--- src/rtl/xtal_startup_ctrl.sv ---
// Crystal oscillator startup controller: enables the amplifier, counts synchronised XCLK edges,
// declares READY or latches a failure on edge-gap timeout. XTAL_LOSS_WDOG_EN adds a loss-of-clock watchdog in RUN.
module xtal_startup_ctrl #(
    parameter int CNT_W       = 16,
    parameter int TO_W        = 8,
    parameter int SYNC_STAGES = 2
) (
    input  logic             CLK,
    input  logic             RESETN,
    input  logic             XCLK,
    input  logic             EN,
    input  logic             BYPASS,
    input  logic [CNT_W-1:0] STARTUP_CYC,
    output logic             XEN,
    output logic             READY,
    output logic             FAIL,
    output logic [2:0]       STATE
);

    typedef enum logic [2:0] {
        S_OFF   = 3'd0,
        S_WAIT  = 3'd1,
        S_COUNT = 3'd2,
        S_RUN   = 3'd3,
        S_FAIL  = 3'd4
    } state_t;

    // Gap timer compares against one below all-ones so the failure lands on the all-ones cycle.
    localparam logic [TO_W-1:0] GAP_LAST = {{(TO_W-1){1'b1}}, 1'b0};

    state_t             state_q, state_n;
    logic [SYNC_STAGES-1:0] sync_q;
    logic               sync_d;
    logic               edge_ev;
    logic [CNT_W-1:0]   cnt_q, cnt_n, cnt_inc;
    logic [CNT_W-1:0]   cyc_q, cyc_n;
    logic [TO_W-1:0]    gap_q, gap_n;
    logic               byp_q, byp_n;
    logic               xen_n, ready_n, fail_n;

    assign edge_ev = sync_q[SYNC_STAGES-1] & ~sync_d;
    assign cnt_inc = cnt_q + 1'b1;
    assign STATE   = state_q;

    always_comb begin
        state_n = state_q;
        cnt_n   = cnt_q;
        gap_n   = gap_q;
        cyc_n   = cyc_q;
        byp_n   = byp_q;
        case (state_q)
            S_OFF: begin
                cnt_n = '0;
                gap_n = '0;
                if (EN) begin
                    state_n = S_WAIT;
                    cyc_n   = STARTUP_CYC;
                    byp_n   = BYPASS;
                end
            end
            S_WAIT: begin
                if (edge_ev) begin
                    gap_n   = '0;
                    cnt_n   = CNT_W'(1);
                    state_n = (byp_q || cyc_q <= CNT_W'(1)) ? S_RUN : S_COUNT;
                end else if (gap_q == GAP_LAST) begin
                    state_n = S_FAIL;
                end else begin
                    gap_n = gap_q + 1'b1;
                end
            end
            S_COUNT: begin
                if (edge_ev) begin
                    gap_n = '0;
                    cnt_n = cnt_inc;
                    if (cnt_inc >= cyc_q) state_n = S_RUN;
                end else if (gap_q == GAP_LAST) begin
                    state_n = S_FAIL;
                end else begin
                    gap_n = gap_q + 1'b1;
                end
            end
            S_RUN: begin
`ifdef XTAL_LOSS_WDOG_EN
                if (edge_ev)               gap_n   = '0;
                else if (gap_q == GAP_LAST) state_n = S_FAIL;
                else                       gap_n   = gap_q + 1'b1;
`else
                gap_n = '0;
`endif
            end
            S_FAIL: begin
                gap_n = '0;
            end
            default: state_n = S_OFF;
        endcase
        // Dropping EN beats any edge or timeout decided this cycle.
        if (!EN) begin
            state_n = S_OFF;
            cnt_n   = '0;
            gap_n   = '0;
        end
        xen_n   = ~byp_n & (state_n == S_WAIT || state_n == S_COUNT || state_n == S_RUN);
        ready_n = (state_n == S_RUN);
        fail_n  = (state_n == S_FAIL);
    end

    always_ff @(posedge CLK or negedge RESETN) begin
        if (!RESETN) begin
            state_q <= S_OFF;
            sync_q  <= '0;
            sync_d  <= 1'b0;
            cnt_q   <= '0;
            cyc_q   <= '0;
            gap_q   <= '0;
            byp_q   <= 1'b0;
            XEN     <= 1'b0;
            READY   <= 1'b0;
            FAIL    <= 1'b0;
        end else begin
            state_q <= state_n;
            sync_q  <= {sync_q[SYNC_STAGES-2:0], XCLK};
            sync_d  <= sync_q[SYNC_STAGES-1];
            cnt_q   <= cnt_n;
            cyc_q   <= cyc_n;
            gap_q   <= gap_n;
            byp_q   <= byp_n;
            XEN     <= xen_n;
            READY   <= ready_n;
            FAIL    <= fail_n;
        end
    end

endmodule

--- config.mk ---
export PLATFORM = sky130hd
export DESIGN_NAME = xtal_startup_ctrl
export DESIGN_NICKNAME = d
export VERILOG_FILES = /design/src/rtl/xtal_startup_ctrl.sv
export SDC_FILE = /design/constraint.sdc
export NUM_CORES = 1
export LEC_CHECK = 0
export ABC_CLOCK_PERIOD_IN_PS = 7600
export CAP_MARGIN = 20
export CORE_MARGIN = 3
export CORE_UTILIZATION = 29
export CTS_CLUSTER_DIAMETER = 30
export DETAILED_ROUTE_END_ITERATION = 8
export PLACE_DENSITY_LB_ADDON = 0.2
export SKIP_CTS_REPAIR_TIMING = 1
export SLEW_MARGIN = 0
export SYNTH_ARGS = -nofsm -noshare
export SYNTH_HDL_FRONTEND = slang
export SYNTH_SLANG_ARGS = --single-unit
--- constraint.sdc ---
create_clock -name CLK -period 7.6 [get_ports CLK]
set_input_delay 0.76 -clock CLK [delete_from_list [all_inputs] [get_ports CLK]]
set_output_delay 0.76 -clock CLK [all_outputs]
set_load 0.02 [all_outputs]
# ---- After elaboration in Yosys (flattened, before gate mapping)
# Cells that the tools add are included.
dict set report op_classes {
  n_reduce_logical 10
  mux 17
  n_bitwise 4
  eq_ne 14
  order_cmp 2
  add_sub_neg 2
}
# op count
set op_table {}
lappend op_table {{16-bit 2-to-1 mux} 3}
lappend op_table {{16-bit one-hot mux with 3 select lines} 1}
lappend op_table {{8-bit 2-to-1 mux} 3}
lappend op_table {{16-bit by 1-bit adder with 16-bit output, second input constant} 1}
lappend op_table {{16-bit >= comparator} 1}
lappend op_table {{16-bit by 1-bit <= comparator with 1-bit output, second input constant} 1}
lappend op_table {{8-bit one-hot mux with 2 select lines} 1}
lappend op_table {{3-bit 2-to-1 mux} 5}
lappend op_table {{3-bit by 2-bit equality test with 1-bit output, second input constant} 4}
lappend op_table {{3-bit one-hot mux with 4 select lines} 1}
lappend op_table {{3-bit inequality test, second input constant} 3}
lappend op_table {{8-bit by 1-bit adder with 8-bit output, second input constant} 1}
lappend op_table {{8-bit equality test, second input constant} 1}
lappend op_table {{3-bit by 1-bit equality test with 1-bit output, second input constant} 2}
lappend op_table {{3-bit equality test, second input constant} 2}
lappend op_table {{4-bit by 1-bit inequality test with 1-bit output, second input constant} 1}
lappend op_table {{4-bit inequality test, second input constant} 1}
lappend op_table {{2-bit AND reduction} 2}
lappend op_table {{2-bit OR reduction} 2}
lappend op_table {{3-bit logical NOT} 1}
lappend op_table {{1-bit logical OR} 3}
lappend op_table {{1-bit 2-to-1 mux} 3}
lappend op_table {{3-bit AND reduction} 1}
lappend op_table {{3-bit OR reduction} 1}
lappend op_table {{other kinds (2)} 4}
dict set report word_totals {
  regBits 50
  inputBits 21
  elab_cells 59
  out_inout_bits 6
}

# ---- Logic depth before layout (Yosys ltp)
# Gate-level depths: netlist of run 1.
dict set report logic_depth {
  depth_word 10
  depth_mapped 14
  depth_no_buf 12
}

# ---- Worst setup path before layout of run 1
# OpenSTA, ideal clock, no wires.
dict set report synth_path {
  path_kind {register to register}
  from {register cnt_q[2]}
  to {register READY}
  path_buffers 2
  arrival_time_ns 2.661
  path_slack_ns 4.816
  synth_period_minus_slack_ns 2.784
  stages_incl_launch_ff 15
  cell_sequence {dfrtp_1 and3_4 and3_4 buf_6 and4_4 buf_6 and3_2 xor2_1 ha_1 a21o_1 a21o_1 a221oi_1 o21ai_0 a21oi_1 nor2b_1}
}
dict set report synth_between {
  elab_chain_len 7
}
# item line_no
set synth_rtl {}
lappend synth_rtl {{start, declared} 35} ;# logic [CNT_W-1:0] cnt_q, cnt_n, cnt_inc;
lappend synth_rtl {{start signal, assigned} 124} ;# cnt_q <= cnt_n;
lappend synth_rtl {{16-bit by 1-bit adder with 16-bit output} 42} ;# assign cnt_inc = cnt_q + 1'b1;
lappend synth_rtl {{16-bit >= comparator} 76} ;# if (cnt_inc >= cyc_q) state_n = S_RUN;
lappend synth_rtl {{3-bit 2-to-1 mux} 76}
lappend synth_rtl {{3-bit 2-to-1 mux} 73} ;# if (edge_ev) begin
lappend synth_rtl {{3-bit one-hot mux with 4 select lines} 51} ;# case (state_q)
lappend synth_rtl {{3-bit 2-to-1 mux} 98} ;# if (!EN) begin
lappend synth_rtl {{3-bit by 2-bit equality test with 1-bit output} 104} ;# ready_n = (state_n == S_RUN);
lappend synth_rtl {{net ready_n} 39} ;# logic xen_n, ready_n, fail_n;
lappend synth_rtl {{end signal, assigned} 129} ;# READY <= ready_n;
lappend synth_rtl {{end, declared} 15} ;# output logic READY,
# The timed path passes the listed nets, and every way through them passes these cells.
# A chain may end at the register's enable or synchronous reset.

# ---- Final worst setup path of run 1
# Same ends and word-level chain as after synthesis.

==> impl_metrics.py, run 1 <==
metrics = {
    "setup_path": {
        "cp-start-kind": "register",
        "cp.required_ns": 7.81,
        "cp-end-kind": "register",
        "crit_fanout": 6,
        "crit_slowest_cell": "dfrtp_1",
        "slowest_delay_ns": 0.44,
        "critPathArrivalTime_ns": 3.13,
        "path_cells": "and3_4, and3_4, and4_4, and3_2, xor2_1, ha_1, a21o_1, a21o_1, a221oi_1, o21ai_0, a21oi_1, nor2b_1",
        "cp_top_family": "compound AO/OA/AOI/OAI gates",
        "rr_worst_depth": 12,
        "crit_cells": 12,
        "cp_num_buf_inv": 0,
        "crit_type": "reg -> reg",
    },
    "global_route": {
        "grt_max_degree": 51,
        "grt_pass1_vias": 2309,
        "track_usage": 0.124,
        "grt_pass1_wl_mm": 11.1,
        "grt_overflow": 0,
        "antenna_found_initial": 0,
    },
    "yosys": {
        "yosys.area.top_type_share": 0.432,
        "yosysTopAreaCell": "dfrtp_1",
        "synth_cells": 319,
        "synth-edff-count": 0,
        "synth_nets": 359,
        "ys_seq_elements": 50,
        "synth-warning-count": 0,
        "ys_seq_area_frac": 0.432,
        "synth_most_common_cell": "dfrtp_1",
        "avgSynthCellArea_um2": 9.09,
        "synth_cell_type_count": 46,
        "synth_common_cells": "50 x dfrtp_1, 41 x nand2_1, 41 x o21ai_0",
        "synth_flop_cell": "dfrtp_1",
        "synth-async-reset-ratio": 1.00,
        "synthTopCellsByArea": "dfrtp_1 43%, ha_1 8.2%, o21ai_0 7.1%, nand2_1 5.3%, xor2_1 3.0%",
        "netlist_area_mm2": 0.00290,
    },
    "place": {
        "io_buffers": 26,
        "hpwlAfterDp_mm": 4.63,
        "gp_congestion": 0.772,
        "place_inst": 464,
    },
    "timing": {
        "relSlewSlack": 0.505,
        "period_needed_ns": 2.92,
        "finalHoldViolations": 0,
        "fmax_mhz": 342,
        "final-setup-viol-count": 0,
        "rsz0062_at_grt": "no",
        "setup_tns_ns": 0,
        "drv_slew": 0,
        "worst_pin_slew_ns": 0.741,
        "period_share": 0.385,
        "skew_ns": 0.00902,
    },
    "cts": {
        "clock_sinks": 50,
        "clock_latency_ns": 0.32,
        "cts_buffer_depth": 2,
        "cts_root_buffer": "clkbuf_8",
        "tritoncts": "built",
        "clk_pin_slew_ns": 0.09,
        "h-tree-depth": 2,
        "cts_buffers": 5,
    },
    "layout": {
        "drive_gt1_frac": 0.0729,
        "area_growth_pct": 16.6,
        "fillCellCount": 976,
        "fin_cells": 472,
        "fin_util": 0.357,
        "antenna_cells": 0,
        "multiInputGateArea_mm2": 0.00150,
        "fin_nets": 382,
        "regArea_mm2": 0.00125,
    },
    "run_status": {
        "outcome": "complete, no violations",
    },
    "power": {
        "ir_worst_vdd_mv": 0.0780,
        "p_per_area_mw_per_mm2": 170,
        "power_mw": 0.576,
        "power.leakage_nw": 1.59,
    },
    "hold_path": {
        "min_path_type": "reg -> reg",
        "holdPathStages": 0,
    },
    "route": {
        "routedWlPerCell_um": 13.9,
        "antenna_left": 0,
        "viasPerCell": 4.90,
        "initialDrtViolationCount": 89,
        "drc": 0,
        "vias": 2315,
        "routed_wl_mm": 6.57,
        "first_pass_iters": 4,
    },
    "die": {
        "dieArea_mm2": 0.0112,
        "fp.coreArea_mm2": 0.00946,
        "die_x_um": 106,
        "io_pins": 27,
        "die_h_um": 106,
        "initial_utilization": 0.306,
        "row_count": 35,
    },
    "run": {
        "max-cap-violations": 0,
    },
}
## metrics by stage
stage / area, um2 / hold slack, ns / worst slack [ns]
final: 3380 / 0.378 / 4.68
after global routing: 3380 / 0.386 / 4.49
after CTS: 3380 / 0.379 / 4.69
after detailed placement: 3270 / 0.345 / 4.71
after global placement: 3270 / 0.350 / 4.76
after floorplan: 2900 / 0.331 / 4.82
## flip-flops by register name, summed over array words and instances, names as in the netlist
name and flops:
sync_q 2, gap_q 8, FAIL 1, byp_q 1, cyc_q 16, cnt_q 16, STATE 3, sync_d 1
XEN 1, READY 1
## cell type report
| class | count | share of cell area |
|---|---|---|
| multi-input combinational | 235 | 0.444 |
| timing repair buffer | 29 | 0.0822 |
| tap | 129 | 0.0478 |
| sequential | 50 | 0.370 |
| inverter | 21 | 0.0233 |
| clock buffer | 8 | 0.0326 |
## per-layer routing
metal	track usage	wire length, um	part of all wire
met5	0	0	0
met4	0.0500	136	0.021
met3	0.0285	212	0.032
met2	0.198	3000	0.46
met1	0.162	3220	0.49
## power by group
group | switching [mW] | internal (mW) | leakage (nW) | total [mW]
combinational | 0.0513 | 0.0385 | 0.872 | 0.0898
clock | 0.0925 | 0.0921 | 0.0575 | 0.185
sequential | 0.0151 | 0.287 | 0.657 | 0.302
total | 0.159 | 0.417 | 1.59 | 0.576
## logic make-up (layout without fill, tap and decap cells)
kind of cell               Yosys count  after routing  synth area share
xor gates and xnor gates            15             15            0.0453
DFF                                 50             50             0.432
adders and majority gates           20             20            0.0855
muxes                                1              1           0.00388
buffers and inverters               34             58            0.0527
and+or+nand+nor                    115            115             0.208
AOI/OAI and AO/OA                   84             84             0.174
## cells in the final DEF, fill, tap and decap left out, types with 7 or more instances in the layout
cell / Yosys / routed
nor2_1: 22 / 22
o21ai_0: 41 / 41
a31oi_1: 8 / 8
xor2_1: 10 / 10
ha_1: 19 / 19
inv_1: 21 / 21
clkbuf_8: 0 / 8
clkdlybuf4s50_1: 0 / 25
dfrtp_1: 50 / 50
a21oi_1: 9 / 9
a21o_1: 7 / 7
nand2_1: 41 / 41
nand3_1: 7 / 7
## final timing paths
path	to	from	slack [ns]
min in group asynchronous	FAIL$_DFF_PN0_	RESETN	0.56
hold reg to reg	sync_q[1]$_DFF_PN0_	sync_q[0]$_DFF_PN0_	0.38
setup / recovery	READY$_DFF_PN0_	cnt_q[2]$_DFFE_PN0P_	4.68
max in group asynchronous	cyc_q[14]$_DFFE_PN0P_	RESETN	6.60
setup reg to reg	READY$_DFF_PN0_	cnt_q[2]$_DFFE_PN0P_	4.68
hold / removal	sync_q[1]$_DFF_PN0_	sync_q[0]$_DFF_PN0_	0.38
(Power assumes the default switching activity.)
==> run 2, diff against run 1 <==
--- a/config.mk
+++ b/config.mk
@@ -5,7 +5,7 @@
 export SDC_FILE = /design/constraint.sdc
 export NUM_CORES = 1
 export LEC_CHECK = 0
-export ABC_CLOCK_PERIOD_IN_PS = 7600
+export ABC_CLOCK_PERIOD_IN_PS = 2700
 export CAP_MARGIN = 20
 export CORE_MARGIN = 3
 export CORE_UTILIZATION = 29
==> constraint.sdc (replaced) <==
create_clock -name CLK -period 2.7 [get_ports CLK]
set_input_delay 0.27 -clock CLK [delete_from_list [all_inputs] [get_ports CLK]]
set_output_delay 0.27 -clock CLK [all_outputs]
set_load 0.02 [all_outputs]
==> run 2 against run 1 <==
Non-clock buffer count rose by 13. Final cell count rose by 2.8%. Cell area rose by 3.1%. Critical path depth did not move. Sequential share of layout area fell by 1.1 points.
==> impl_metrics.py, run 2 (synthesis results as in run 1) <==
metrics = {
    "setup_path": {
        "cp.required_ns": 2.91,
        "critPathArrivalTime_ns": 2.85,
        "reg2reg_to": "READY$_DFF_PN0_",
        "rr_worst_depth": 12,
        "rrSetupSlack_ns": 0.05,
        "crit_fanout": 5,
        "crit_type": "reg -> reg",
        "cp-end-kind": "register",
        "cp-start-kind": "register",
        "timing.rr.start": "cnt_q[2]$_DFFE_PN0P_",
    },
    "layout": {
        "layout_commonest_cell": "dfrtp_1",
        "fin_nets": 395,
        "area_growth_pct": 20.2,
        "drive_gt1_frac": 0.112,
        "fin_cells": 485,
        "layout_common_cells": "50 x dfrtp_1, 41 x nand2_1, 39 x o21ai_0, 25 x clkdlybuf4s50_1, 22 x nor2_1",
        "largestRegisters": "cnt_q x16, cyc_q x16, gap_q x8",
        "fin_util": 0.369,
        "antenna_cells": 0,
    },
    "timing": {
        "worst_pin_slew_ns": 0.762,
        "drv_slew": 0,
        "skew_ns": 0.00857,
        "rsz0062_at_grt": "yes",
        "finalHoldViolations": 0,
        "relSlewSlack": 0.491,
        "final-setup-viol-count": 0,
        "period_share": 0.980,
        "period_needed_ns": 2.65,
        "fmax_mhz": 378,
    },
    "hold_path": {
        "hp-start": "sync_q[0]$_DFF_PN0_",
        "min_path_type": "reg -> reg",
        "min_to": "sync_q[1]$_DFF_PN0_",
        "holdPathStages": 0,
    },
    "die": {
        "die_x_um": 106,
        "initial_utilization": 0.306,
        "row_count": 35,
        "dieArea_mm2": 0.0112,
        "io_pins": 27,
        "fp.coreArea_mm2": 0.00946,
        "die_h_um": 106,
    },
    "power": {
        "p_seq_frac": 0.539,
        "ir_worst_vdd_mv": 0.222,
        "intPower_mw": 1.13,
        "power.leakage_nw": 1.65,
        "combPwrFrac": 0.164,
        "power.share.clock": 0.297,
        "switchingPower_mw": 0.450,
        "p_per_area_mw_per_mm2": 452,
        "swShare": 0.285,
    },
    "cts": {
        "clock_sinks": 50,
        "clock_latency_ns": 0.31,
        "cts_buffers": 5,
        "cts_buffer_depth": 2,
        "tritoncts": "built",
        "h-tree-depth": 2,
        "clk_pin_slew_ns": 0.09,
        "cts_root_buffer": "clkbuf_8",
    },
    "route": {
        "routed_wl_mm": 6.82,
        "vias": 2336,
        "first_pass_iters": 4,
        "initialDrtViolationCount": 84,
        "routedWlPerCell_um": 14.1,
        "viasPerCell": 4.82,
        "drc": 0,
        "antenna_left": 0,
    },
    "global_route": {
        "grt_overflow": 0,
        "grt_max_degree": 36,
        "antenna_found_initial": 0,
        "grt_pass1_vias": 2412,
        "grt_pass1_wl_mm": 11.7,
        "track_usage": 0.129,
    },
    "place": {
        "place_inst": 471,
        "hpwlAfterDp_mm": 4.89,
        "io_buffers": 26,
        "gp_congestion": 0.767,
    },
    "run": {
        "max-cap-violations": 0,
    },
    "run_status": {
        "outcome": "complete, no violations",
    },
}
==> run 2: routing by layer <==
metal  vias up  track usage  wire length, um  share of wire
li1       1189            -                -              -
met3         4       0.0273              198          0.029
met5         -            0                0              0
met1      1117        0.174             3360           0.49
met4         0       0.0453               75          0.011
met2        26        0.205             3190           0.47
==> run 2: power by group through the flow <==
stage / Combinational, mW / Clock [mW] / Sequential (mW)
finish: 0.259 / 0.468 / 0.848
global placement: 0.255 / 0 / 0.862
detailed placement: 0.259 / 0 / 0.863
floorplan: 0.155 / 0 / 0.854
CTS: 0.262 / 0.488 / 0.849
global route: 0.302 / 0.515 / 0.857
==> run 2: per-stage QoR <==
| stage | instance area, um2 | setup WS (ns) | setup TNS [ns] | power (mW) | hold slack [ns] |
|---|---|---|---|---|---|
| global route | 3490 | -0.0811 | -0.156 | 1.67 | 0.377 |
| finish | 3490 | 0.0542 | 0 | 1.58 | 0.361 |
| global placement | 3330 | 0.0870 | 0 | 1.12 | 0.203 |
| CTS | 3420 | -0.000845 | -0.000845 | 1.60 | -0.144 |
| detailed placement | 3330 | 0.0170 | 0 | 1.12 | 0.203 |
| floorplan | 2910 | 0.00540 | 0 | 1.01 | -0.0256 |
==> run 2: worst max-delay path by stage <==
stage | start | to | slack, ns | depth (start not counted)
floorplan | cnt_q[2]$_DFFE_PN0P_ | READY$_DFF_PN0_ | 0.005 | 14
global placement | cnt_q[4]$_DFFE_PN0P_ | READY$_DFF_PN0_ | 0.09 | 12
detailed placement | cnt_q[2]$_DFFE_PN0P_ | READY$_DFF_PN0_ | 0.02 | 12
CTS | cnt_q[2]$_DFFE_PN0P_ | READY$_DFF_PN0_ | -0.0008 | 12
global route | cnt_q[2]$_DFFE_PN0P_ | READY$_DFF_PN0_ | -0.08 | 12
finish | cnt_q[2]$_DFFE_PN0P_ | READY$_DFF_PN0_ | 0.05 | 12
==> run 2: worst max-delay path: stages (launching register included) <==
cell,delay (ns)
dfrtp_1,0.36
and3_4,0.19
and3_4,0.20
and4_4,0.25
and3_4,0.20
xor2_2,0.13
ha_1,0.25
a21o_1,0.16
a21o_1,0.16
a221oi_2,0.27
o21ai_2,0.13
a21oi_2,0.18
nor2b_1,0.06
==> run 2: area by class of cell <==
type | count | area (um2)
clock buffer | 7 | 86.3
clock inverter | 1 | 5.00
fill | 995 | 5970
inverter | 21 | 78.8
multi-input combinational | 235 | 1530
sequential | 50 | 1250
tap | 129 | 161
timing repair buffer | 42 | 378
